File: src/rtl/alu_pkg.sv
// Shared definitions for the ALU arbiter slice: opcodes, data width, FSM states.
package alu_pkg;

  localparam int unsigned DATA_W = 8;

  localparam logic [3:0] OP_ADD = 4'h0;
  localparam logic [3:0] OP_SUB = 4'h1;
  localparam logic [3:0] OP_AND = 4'h2;
  localparam logic [3:0] OP_OR  = 4'h3;
  localparam logic [3:0] OP_NOT = 4'h4;
  localparam logic [3:0] OP_XOR = 4'h5;
  localparam logic [3:0] OP_NOR = 4'h6;
  localparam logic [3:0] OP_SLL = 4'h7;
  localparam logic [3:0] OP_SRL = 4'h8;
  localparam logic [3:0] OP_SRA = 4'h9;
  localparam logic [3:0] OP_RL  = 4'hA;
  localparam logic [3:0] OP_RR  = 4'hB;
  localparam logic [3:0] OP_EQ  = 4'hC;

  localparam logic [3:0] OP_LAST = OP_EQ;

  typedef enum logic [1:0] {
    IDLE = 2'd0,
    EXEC = 2'd1,
    RESP = 2'd2
  } state_e;

endpackage

File: src/rtl/alu_arbiter_if.sv
// Bundle of request, ALU and response signals around alu_arbiter.
// slave: the arbiter side; master: requesters, ALU and response consumer.
interface alu_arbiter_if
  import alu_pkg::*;
#(
  parameter int ARB_W = 1
);
  logic [1:0]             req_valid;
  logic [1:0]             req_ready;
  logic [1:0][3:0]        req_ctrl;
  logic [1:0][DATA_W-1:0] req_x;
  logic [1:0][DATA_W-1:0] req_y;

  logic [3:0]             alu_ctrl;
  logic [DATA_W-1:0]      alu_x;
  logic [DATA_W-1:0]      alu_y;
  logic [DATA_W-1:0]      alu_out;
  logic                   alu_carry;

  logic                   rsp_valid;
  logic                   rsp_ready;
  logic [ARB_W-1:0]       rsp_id;
  logic [DATA_W-1:0]      rsp_out;
  logic                   rsp_carry;
  logic                   rsp_err;

  modport slave (
    input  req_valid, req_ctrl, req_x, req_y, alu_out, alu_carry, rsp_ready,
    output req_ready, alu_ctrl, alu_x, alu_y, rsp_valid, rsp_id, rsp_out,
           rsp_carry, rsp_err
  );

  modport master (
    output req_valid, req_ctrl, req_x, req_y, alu_out, alu_carry, rsp_ready,
    input  req_ready, alu_ctrl, alu_x, alu_y, rsp_valid, rsp_id, rsp_out,
           rsp_carry, rsp_err
  );
endinterface

File: src/rtl/alu_rr_arb.sv
// Two-way grant logic. ALU_ARB_RR_EN selects round-robin on ties;
// otherwise requester 0 has fixed priority and last_grant is not a port.
module alu_rr_arb (
  input  logic [1:0] req_valid,
`ifdef ALU_ARB_RR_EN
  input  logic       last_grant,
`endif
  output logic [1:0] grant
);

  // One-hot grant; a lone requester always wins, ties resolved by policy.
  always_comb begin
    grant = req_valid;
    if (req_valid == 2'b11) begin
`ifdef ALU_ARB_RR_EN
      grant = last_grant ? 2'b01 : 2'b10;
`else
      grant = 2'b01;
`endif
    end
  end

endmodule

File: src/rtl/alu_arbiter.sv
// Arbiter/sequencer for the shared external ALU: accepts one command at a time
// from two requesters, drives the ALU from registered operands and returns a
// tagged result. Macro ALU_ARB_RR_EN enables round-robin arbitration.
module alu_arbiter
  import alu_pkg::*;
#(
  parameter int ARB_W = 1
) (
  input logic           clk,
  input logic           rst_n,
  alu_arbiter_if.slave  bus
);

  state_e            state_q, state_d;
  logic [1:0]        grant;
  logic [1:0]        ready;
  logic              accept;
  logic              sel;

  logic [3:0]        op_ctrl_q;
  logic [DATA_W-1:0] op_x_q;
  logic [DATA_W-1:0] op_y_q;
  logic [ARB_W-1:0]  op_id_q;

  logic [DATA_W-1:0] rsp_out_q;
  logic              rsp_carry_q;
  logic              rsp_err_q;

`ifdef ALU_ARB_RR_EN
  logic              last_grant_q;

  alu_rr_arb u_arb (
    .req_valid  (bus.req_valid),
    .last_grant (last_grant_q),
    .grant      (grant)
  );
`else
  alu_rr_arb u_arb (
    .req_valid  (bus.req_valid),
    .grant      (grant)
  );
`endif

  assign sel = grant[1];

  // State register.
  always_ff @(posedge clk or negedge rst_n) begin
    if (!rst_n) state_q <= IDLE;
    else        state_q <= state_d;
  end

  // Next state and combinational accept; ready is held low while in reset.
  always_comb begin
    state_d = state_q;
    ready   = '0;
    accept  = 1'b0;
    unique case (state_q)
      IDLE: begin
        if (rst_n) ready = grant & bus.req_valid;
        accept = |ready;
        if (accept) state_d = EXEC;
      end
      EXEC: state_d = RESP;
      RESP: if (bus.rsp_ready) state_d = IDLE;
      default: state_d = IDLE;
    endcase
  end

  // Operand latch on accept and result capture in EXEC.
  always_ff @(posedge clk or negedge rst_n) begin
    if (!rst_n) begin
      op_ctrl_q   <= '0;
      op_x_q      <= '0;
      op_y_q      <= '0;
      op_id_q     <= '0;
      rsp_out_q   <= '0;
      rsp_carry_q <= 1'b0;
      rsp_err_q   <= 1'b0;
    end else begin
      if (accept) begin
        op_ctrl_q <= bus.req_ctrl[sel];
        op_x_q    <= bus.req_x[sel];
        op_y_q    <= bus.req_y[sel];
        op_id_q   <= ARB_W'(sel);
      end
      if (state_q == EXEC) begin
        if (op_ctrl_q > OP_LAST) begin
          rsp_out_q   <= '0;
          rsp_carry_q <= 1'b0;
          rsp_err_q   <= 1'b1;
        end else begin
          rsp_out_q   <= bus.alu_out;
          rsp_carry_q <= bus.alu_carry;
          rsp_err_q   <= 1'b0;
        end
      end
    end
  end

`ifdef ALU_ARB_RR_EN
  // Remember the most recent winner for tie-breaking.
  always_ff @(posedge clk or negedge rst_n) begin
    if (!rst_n)      last_grant_q <= 1'b1;
    else if (accept) last_grant_q <= sel;
  end
`endif

  assign bus.req_ready = ready;
  assign bus.alu_ctrl  = op_ctrl_q;
  assign bus.alu_x     = op_x_q;
  assign bus.alu_y     = op_y_q;
  assign bus.rsp_valid = (state_q == RESP);
  assign bus.rsp_id    = op_id_q;
  assign bus.rsp_out   = rsp_out_q;
  assign bus.rsp_carry = rsp_carry_q;
  assign bus.rsp_err   = rsp_err_q;

endmodule
File: src/flat_wrapper.sv
// flat-port wrapper written by rule: the top's interface ports become plain ports
module alu_arbiter_flat import alu_pkg::*;
#(
  parameter int ARB_W = 1
)
  (clk, rst_n, bus_req_valid, bus_req_ctrl, bus_req_x, bus_req_y, bus_alu_out, bus_alu_carry, bus_rsp_ready, bus_req_ready, bus_alu_ctrl, bus_alu_x, bus_alu_y, bus_rsp_valid, bus_rsp_id, bus_rsp_out, bus_rsp_carry, bus_rsp_err);
  alu_arbiter_if #(.ARB_W(ARB_W)) bus_i ();
  input logic clk;
  input logic rst_n;
  input wire logic [$bits(bus_i.req_valid)-1:0] bus_req_valid;
  input wire logic [$bits(bus_i.req_ctrl)-1:0] bus_req_ctrl;
  input wire logic [$bits(bus_i.req_x)-1:0] bus_req_x;
  input wire logic [$bits(bus_i.req_y)-1:0] bus_req_y;
  input wire logic [$bits(bus_i.alu_out)-1:0] bus_alu_out;
  input wire logic [$bits(bus_i.alu_carry)-1:0] bus_alu_carry;
  input wire logic [$bits(bus_i.rsp_ready)-1:0] bus_rsp_ready;
  output wire logic [$bits(bus_i.req_ready)-1:0] bus_req_ready;
  output wire logic [$bits(bus_i.alu_ctrl)-1:0] bus_alu_ctrl;
  output wire logic [$bits(bus_i.alu_x)-1:0] bus_alu_x;
  output wire logic [$bits(bus_i.alu_y)-1:0] bus_alu_y;
  output wire logic [$bits(bus_i.rsp_valid)-1:0] bus_rsp_valid;
  output wire logic [$bits(bus_i.rsp_id)-1:0] bus_rsp_id;
  output wire logic [$bits(bus_i.rsp_out)-1:0] bus_rsp_out;
  output wire logic [$bits(bus_i.rsp_carry)-1:0] bus_rsp_carry;
  output wire logic [$bits(bus_i.rsp_err)-1:0] bus_rsp_err;
  assign bus_i.req_valid = bus_req_valid;
  assign bus_i.req_ctrl = bus_req_ctrl;
  assign bus_i.req_x = bus_req_x;
  assign bus_i.req_y = bus_req_y;
  assign bus_i.alu_out = bus_alu_out;
  assign bus_i.alu_carry = bus_alu_carry;
  assign bus_i.rsp_ready = bus_rsp_ready;
  assign bus_req_ready = bus_i.req_ready;
  assign bus_alu_ctrl = bus_i.alu_ctrl;
  assign bus_alu_x = bus_i.alu_x;
  assign bus_alu_y = bus_i.alu_y;
  assign bus_rsp_valid = bus_i.rsp_valid;
  assign bus_rsp_id = bus_i.rsp_id;
  assign bus_rsp_out = bus_i.rsp_out;
  assign bus_rsp_carry = bus_i.rsp_carry;
  assign bus_rsp_err = bus_i.rsp_err;
  alu_arbiter #(.ARB_W(ARB_W)) u_core (.clk(clk), .rst_n(rst_n), .bus(bus_i));
endmodule
File: config.mk
export PLATFORM = sky130hd
export DESIGN_NAME = alu_arbiter_flat
export DESIGN_NICKNAME = d
export VERILOG_FILES = /design/src/rtl/alu_pkg.sv /design/src/rtl/alu_arbiter_if.sv /design/src/rtl/alu_rr_arb.sv /design/src/rtl/alu_arbiter.sv /design/src/flat_wrapper.sv
export SDC_FILE = /design/constraint.sdc
export NUM_CORES = 1
export LEC_CHECK = 0
export BUFFER_PORTS_ARGS = -buffer_cell sky130_fd_sc_hd__buf_2
export CORE_MARGIN = 10
export CORE_UTILIZATION = 43
export DETAILED_ROUTE_END_ITERATION = 10
export PLACE_DENSITY = 0.9
export SLEW_MARGIN = 20
export SYNTH_ARGS = -nofsm -noshare
export SYNTH_HDL_FRONTEND = slang
export SYNTH_SLANG_ARGS = --single-unit
File: constraint.sdc
create_clock -name clk -period 1.84 [get_ports clk]
set_clock_uncertainty 0.05 [all_clocks]
set_input_delay 0.276 -clock clk [delete_from_list [all_inputs] [get_ports clk]]
set_output_delay 0.276 -clock clk [all_outputs]
set_load 0.01 [all_outputs]
==> results of run 1 <==
routing by layer:
metal  up-vias  track usage (%)  routed length, microns
li1        559                -                       -
met1       576             11.7                    1470
met2        60             22.7                    1970
met3         7             7.77                     554
met4         0             5.38                      68
met5         -                0                       0
per-stage QoR:
stage                     util [%]  hold slack, ns  cells  area (sq um)  setup slack [ns]
after floorplan                  -         -0.0696    102          1530             0.400
after global placement        59.6           0.293    236          2020             0.324
after detailed placement      59.6           0.301    236          2020             0.263
after CTS                     61.5          0.0610    245          2080            0.0216
after global routing          61.6          0.0649    244          2090            0.0241
final                         61.6          0.0750    244          2090            0.0837
where the power goes:
group | internal, mW | total (mW) | switching, mW
clock | 0.144 | 0.396 | 0.252
combinational | 0.593 | 1.11 | 0.516
sequential | 1.04 | 1.22 | 0.177
registers in the layout (all words and copies together), names as in the netlist:
register / flops
u_core.bus.rsp_err: 1
u_core.state_q: 2
u_core.bus.alu_ctrl: 4
u_core.bus.alu_x: 8
u_core.bus.rsp_out: 8
u_core.bus.rsp_id: 1
u_core.bus.alu_y: 8
u_core.bus.rsp_carry: 1
worst paths after layout:
kind                                startpoint                endpoint  slack, ns  cells past startpoint
setup / recovery                         rst_n        bus_req_ready[0]       0.08                      4
hold / removal                   bus_rsp_ready       u_core.state_q[1]       0.08                      2
setup reg to reg             u_core.state_q[1]     u_core.bus.alu_x[7]       0.26                      4
hold reg to reg            u_core.bus.alu_x[6]     u_core.bus.alu_x[6]       0.46                      1
max in group asynchronous                rst_n  u_core.bus.alu_ctrl[0]       0.99                      2
min in group asynchronous                rst_n      u_core.bus.rsp_err       0.44                      2
timing repair:
action | CTS | global route
resized for setup | 0 | 2
buffers inserted | 0 | 0
hold buffers | 1 | 0
endpoints found under the setup margin | 0 | 7
hold endpoints to repair | 33 | 0
worst max-delay path, stage by stage:
cell and delay (ns):
dlygate4sd3_1 0.60, nor3b_4 0.25, and2_4 0.18, buf_2 0.13
logic make-up after synthesis:
| group | count (synthesis) | share of synthesized area [%] |
|---|---|---|
| flip-flops | 33 | 54.0 |
| multiplexers | 40 | 30.2 |
| AND/OR/NAND/NOR | 8 | 4.09 |
| buffers and inverters | 7 | 3.68 |
| AO/OA/AOI/OAI | 14 | 8.09 |
cells in the mapped netlist (all sizes together):
cell type / count
a31oi: 1
buf: 4
and2: 2
clkbuf: 1
nor2: 1
nor2b: 1
o21a: 1
a21oi: 2
nand2b: 2
a22o: 9
o21ai: 1
mux2: 40
or2: 1
nor3b: 1
dfrtp: 33
inv: 2
layout make-up:
class | instances | area (sq um)
Clock buffer | 5 | 37.5
Clock inverter | 3 | 17.5
Fill cell | 284 | 1300
Inverter | 2 | 7.51
Multi-Input combinational cell | 62 | 656
Sequential cell | 33 | 826
Tap cell | 46 | 57.6
Timing Repair Buffer | 93 | 485
==> impl_metrics.csv, run 1 <==
group,metric,value,unit
timing,fin_crit_sh,95.5,%
cts,clkLatencyLatePin,0.34,ns
cts,cts-root-buf,"clkbuf_4",
routing,drt_iter0_drc,46,
placed_design,port_buffers,87,
routing,vias,1202,
cts,numClockSinks,33,
die,core,3390,sq um
timing,fin_setup_tns,0,ns
cells_and_area,diodes,0,
cts,cts_tree,"built",
grt,grt_overflow_total,0,
grt,first_global_vias,1393,
yosys,synth_warnings,0,
die,initial_core_util,45.1,%
timing,maxSlewHeadroom,73.0,%
timing,period_needed,1.76,ns
routing,ant_nets,0,
timing,rsz0062_at_grt,"false",
yosys,syn-cell-area,1530,sq um
run_status,outcome,"finished, final reports clean",
flow_run,drv_cap,0,
worst_setup_path,cp.arrival,1.43,ns
yosys,yosys.area.top_type,"dfrtp_1",
yosys,postSynthCellCount,102,
cells_and_area,final_cell_mix,"buf_2, mux2_2, dfrtp_1, a22o_1, buf_4",
hold_path,min_path_type,"in -> reg",
worst_setup_path,endpoint_kind,"primary output",
die,ioPinCount,88,
die,rows,21,
timing,setup_viol,0,
placed_design,dp_hpwl,3250,microns
yosys,yosysUniqueCellTypes,18,
timing,worstMarginPinSlew,0.405,ns
cells_and_area,synthToLayoutAreaGrowth,36.4,%
power_and_ir_drop,power.density,1300,nW/um^2
worst_setup_path,cp_max_fo,4,
cts,clkTransAtPathRegs,0.10,ns
yosys,synthTopCellsByArea,"dfrtp_1, mux2_2, a22o_1",
power_and_ir_drop,leakagePower,1.05,nW
cts,h-tree-depth,2,
cells_and_area,nets,251,
cts,cts_max_path_buffers,2,
cells_and_area,drive_gt1_share,73.7,%
yosys,ys_ff_latch,33,
routing,routed_wl,4060,microns
timing,max_freq,569,MHz
placed_design,gp_congestion,0.738,
yosys,syn_nets,156,
yosys,syn_area_per_cell,15.0,sq um
grt,grt_antenna_before_repair,0,
power_and_ir_drop,ir_worst_vdd,0.000581,V
die,fp.dieH,79.7,microns
yosys,synth.top_cell.area_share,54.0,%
power_and_ir_drop,power,2.72,mW
grt,grt_max_degree,34,
timing,hold_viol,0,
routing,wl_per_cell,16.6,microns
cells_and_area,layout_commonest_cell,"buf_2",
worst_setup_path,cp.required,1.51,ns
worst_setup_path,start_kind,"input pin",
routing,drt_pass1_iterations,4,
timing,drv_slew,0,
die,die_area,6340,sq um
yosys,yosysSeqAreaShare,54.0,%
cts,cts_made_buffers,5,
worst_setup_path,critPathKind,"in -> out",
die,die_w,79.7,microns
grt,track_usage,12.9,%
routing,via_per_inst,4.93,
grt,grt_pass1_wl,6480,microns
routing,route.detailed.drc,0,
No activity file was read; power rests on OpenSTA's default activity.
==> inputs of run 2 (changes only) <==
--- a/config.mk
+++ b/config.mk
@@ -6,7 +6,6 @@
 export NUM_CORES = 1
 export LEC_CHECK = 0
 export BUFFER_PORTS_ARGS = -buffer_cell sky130_fd_sc_hd__buf_2
-export CORE_MARGIN = 10
 export CORE_UTILIZATION = 43
 export DETAILED_ROUTE_END_ITERATION = 10
 export PLACE_DENSITY = 0.9
==> run 2 against run 1 <==
  * Via count is 2.3% lower
  * Cell area up 2.0%
  * Utilization is 1.7 points higher
==> impl_metrics.csv, run 2 (synthesized netlist as in run 1, its figures left out) <==
group,metric,value,unit
run_status,outcome,"finished, final reports clean",
cts,cts-root-buf,"clkbuf_4",
routing,via_per_inst,4.75,
die,rows,21,
cells_and_area,nFillCells,296,
timing,rsz0062_at_grt,"false",
power_and_ir_drop,power.internal,1.96,mW
worst_setup_path,critPathKind,"reg -> out",
worst_setup_path,crit_path_cell_trace,"nor3b_2 > buf_4 > and2_2 > buf_2",
routing,ant_nets,0,
routing,drt_pass1_iterations,3,
cells_and_area,nets,254,
cells_and_area,layout_commonest_cell,"buf_2",
routing,wl_per_cell,13.2,microns
grt,grt_overflow_total,0,
worst_setup_path,crit_path_top_delay_cell,"dfrtp_1",
worst_setup_path,critPathTopFamily,"flip-flops",
cells_and_area,stdcell_count,247,
timing,maxSlewHeadroom,67.7,%
worst_setup_path,rrSetupSlack,0.18,ns
timing,period_needed,1.72,ns
routing,route.detailed.drc,0,
cells_and_area,fin_util,63.3,%
worst_setup_path,cp_max_fo,3,
timing,setup_viol,0,
worst_setup_path,critPathBufInv,2,
power_and_ir_drop,power.density,1350,nW/um^2
timing,drv_slew,0,
cts,h-tree-depth,2,
grt,track_usage,18.7,%
timing,hold_viol,0,
routing,drt_iter0_drc,15,
cells_and_area,diodes,0,
worst_setup_path,cp.required,1.51,ns
die,fp.dieH,61.7,microns
cts,clkTransAtPathRegs,0.10,ns
cts,cts-resized-gates,0,
grt,grt_antenna_before_repair,0,
worst_setup_path,slowest_delay,0.40,ns
die,ioPinCount,88,
hold_path,min_path_type,"in -> reg",
cells_and_area,regArea,826,sq um
placed_design,dp_hpwl,2550,microns
cells_and_area,multi_input_area,648,sq um
flow_run,drv_cap,0,
cells_and_area,final_cell_mix,"buf_2, mux2_2, dfrtp_1, a22o_1, buf_4",
grt,first_global_vias,1120,
timing,fin_crit_sh,93.5,%
worst_setup_path,start_kind,"register",
worst_setup_path,endpoint_kind,"primary output",
die,core,3360,sq um
grt,grt_max_degree,34,
timing,max_freq,581,MHz
power_and_ir_drop,ir_worst_vdd,0.000603,V
cts,cts_max_path_buffers,2,
routing,routed_wl,3260,microns
placed_design,gp_congestion,0.671,
die,die_w,61.7,microns
power_and_ir_drop,p_clk_share,19.5,%
cts,numClockSinks,33,
grt,grt_pass1_wl,4990,microns
cells_and_area,drive_gt1_share,73.6,%
worst_setup_path,cp.arrival,1.39,ns
power_and_ir_drop,switching_power,0.906,mW
die,die_area,3800,sq um
power_and_ir_drop,leakagePower,1.08,nW
cts,clkLatencyLatePin,0.33,ns
cts,cts_made_buffers,5,
placed_design,dp.cells,236,
power_and_ir_drop,swShare,31.6,%
power_and_ir_drop,combPwrFrac,37.9,%
placed_design,port_buffers,87,
timing,worstMarginPinSlew,0.484,ns
timing,fin_setup_tns,0,ns
cts,cts_tree,"built",
die,initial_core_util,45.5,%
routing,vias,1174,
cells_and_area,synthToLayoutAreaGrowth,39.2,%
power_and_ir_drop,seqPwrFrac,42.6,%
-- run 2: power by group through the flow --
stage               logic [mW]  clock network (mW)  registers [mW]
global route              1.20               0.603            1.26
finish                    1.09               0.560            1.22
CTS                       1.09               0.576            1.22
detailed placement        1.09                   0            1.24
floorplan                0.468                   0            1.37
global placement          1.06                   0            1.22
-- run 2: worst paths after layout --
check	start	endpoint	depth (start not counted)
worst max-delay path	u_core.state_q[0]	bus_req_ready[0]	4
worst min-delay path	bus_rsp_ready	u_core.state_q[1]	2
worst max register to register	u_core.state_q[0]	u_core.bus.alu_x[6]	5
worst min register to register	u_core.bus.alu_x[4]	u_core.bus.alu_x[4]	1
max in group asynchronous	rst_n	u_core.bus.alu_x[6]	3
min in group asynchronous	rst_n	u_core.state_q[0]	3
-- run 2: through the flow --
step	instance area, sq um	power (mW)	hold slack [ns]	setup slack (ns)
6_report	2130	2.87	0.0831	0.119
5_1_grt	2130	3.06	0.0866	0.00440
4_1_cts	2110	2.89	0.0723	0.0667
3_5_place_dp	2020	2.32	0.281	0.240
3_3_place_gp	2020	2.28	0.286	0.246
2_1_floorplan	1530	1.84	-0.0696	0.400
-- run 2: layer usage --
metal	part of all wire, %	vias to the layer above	global-route usage (%)
met4	0.58	0	6.67
met5	0	-	0
met3	7.7	2	6.30
li1	-	570	-
met1	41	543	22.1
met2	51	59	31.6
-- run 2: final cells by class --
cell class                      count  area share [%]
Sequential cell                    33            38.8
Multi-Input combinational cell     62            30.4
Timing Repair Buffer               96            23.7
Tap cell                           46            2.70
Clock buffer                        7            2.59
Clock inverter                      1            1.41
Inverter                            2           0.353
-- run 2: timing repair --
action,CTS,global route
hold buffers,1,0
endpoints found under the setup margin,0,2
hold endpoints to repair,33,0
buffers inserted,0,2
-- run 2: worst register-to-register path, stage by stage (launching register included) --
cell and delay [ns]:
dfrtp_1 0.40, nor3b_2 0.25, buf_4 0.14, o21a_2 0.12, buf_4 0.21, mux2_2 0.36
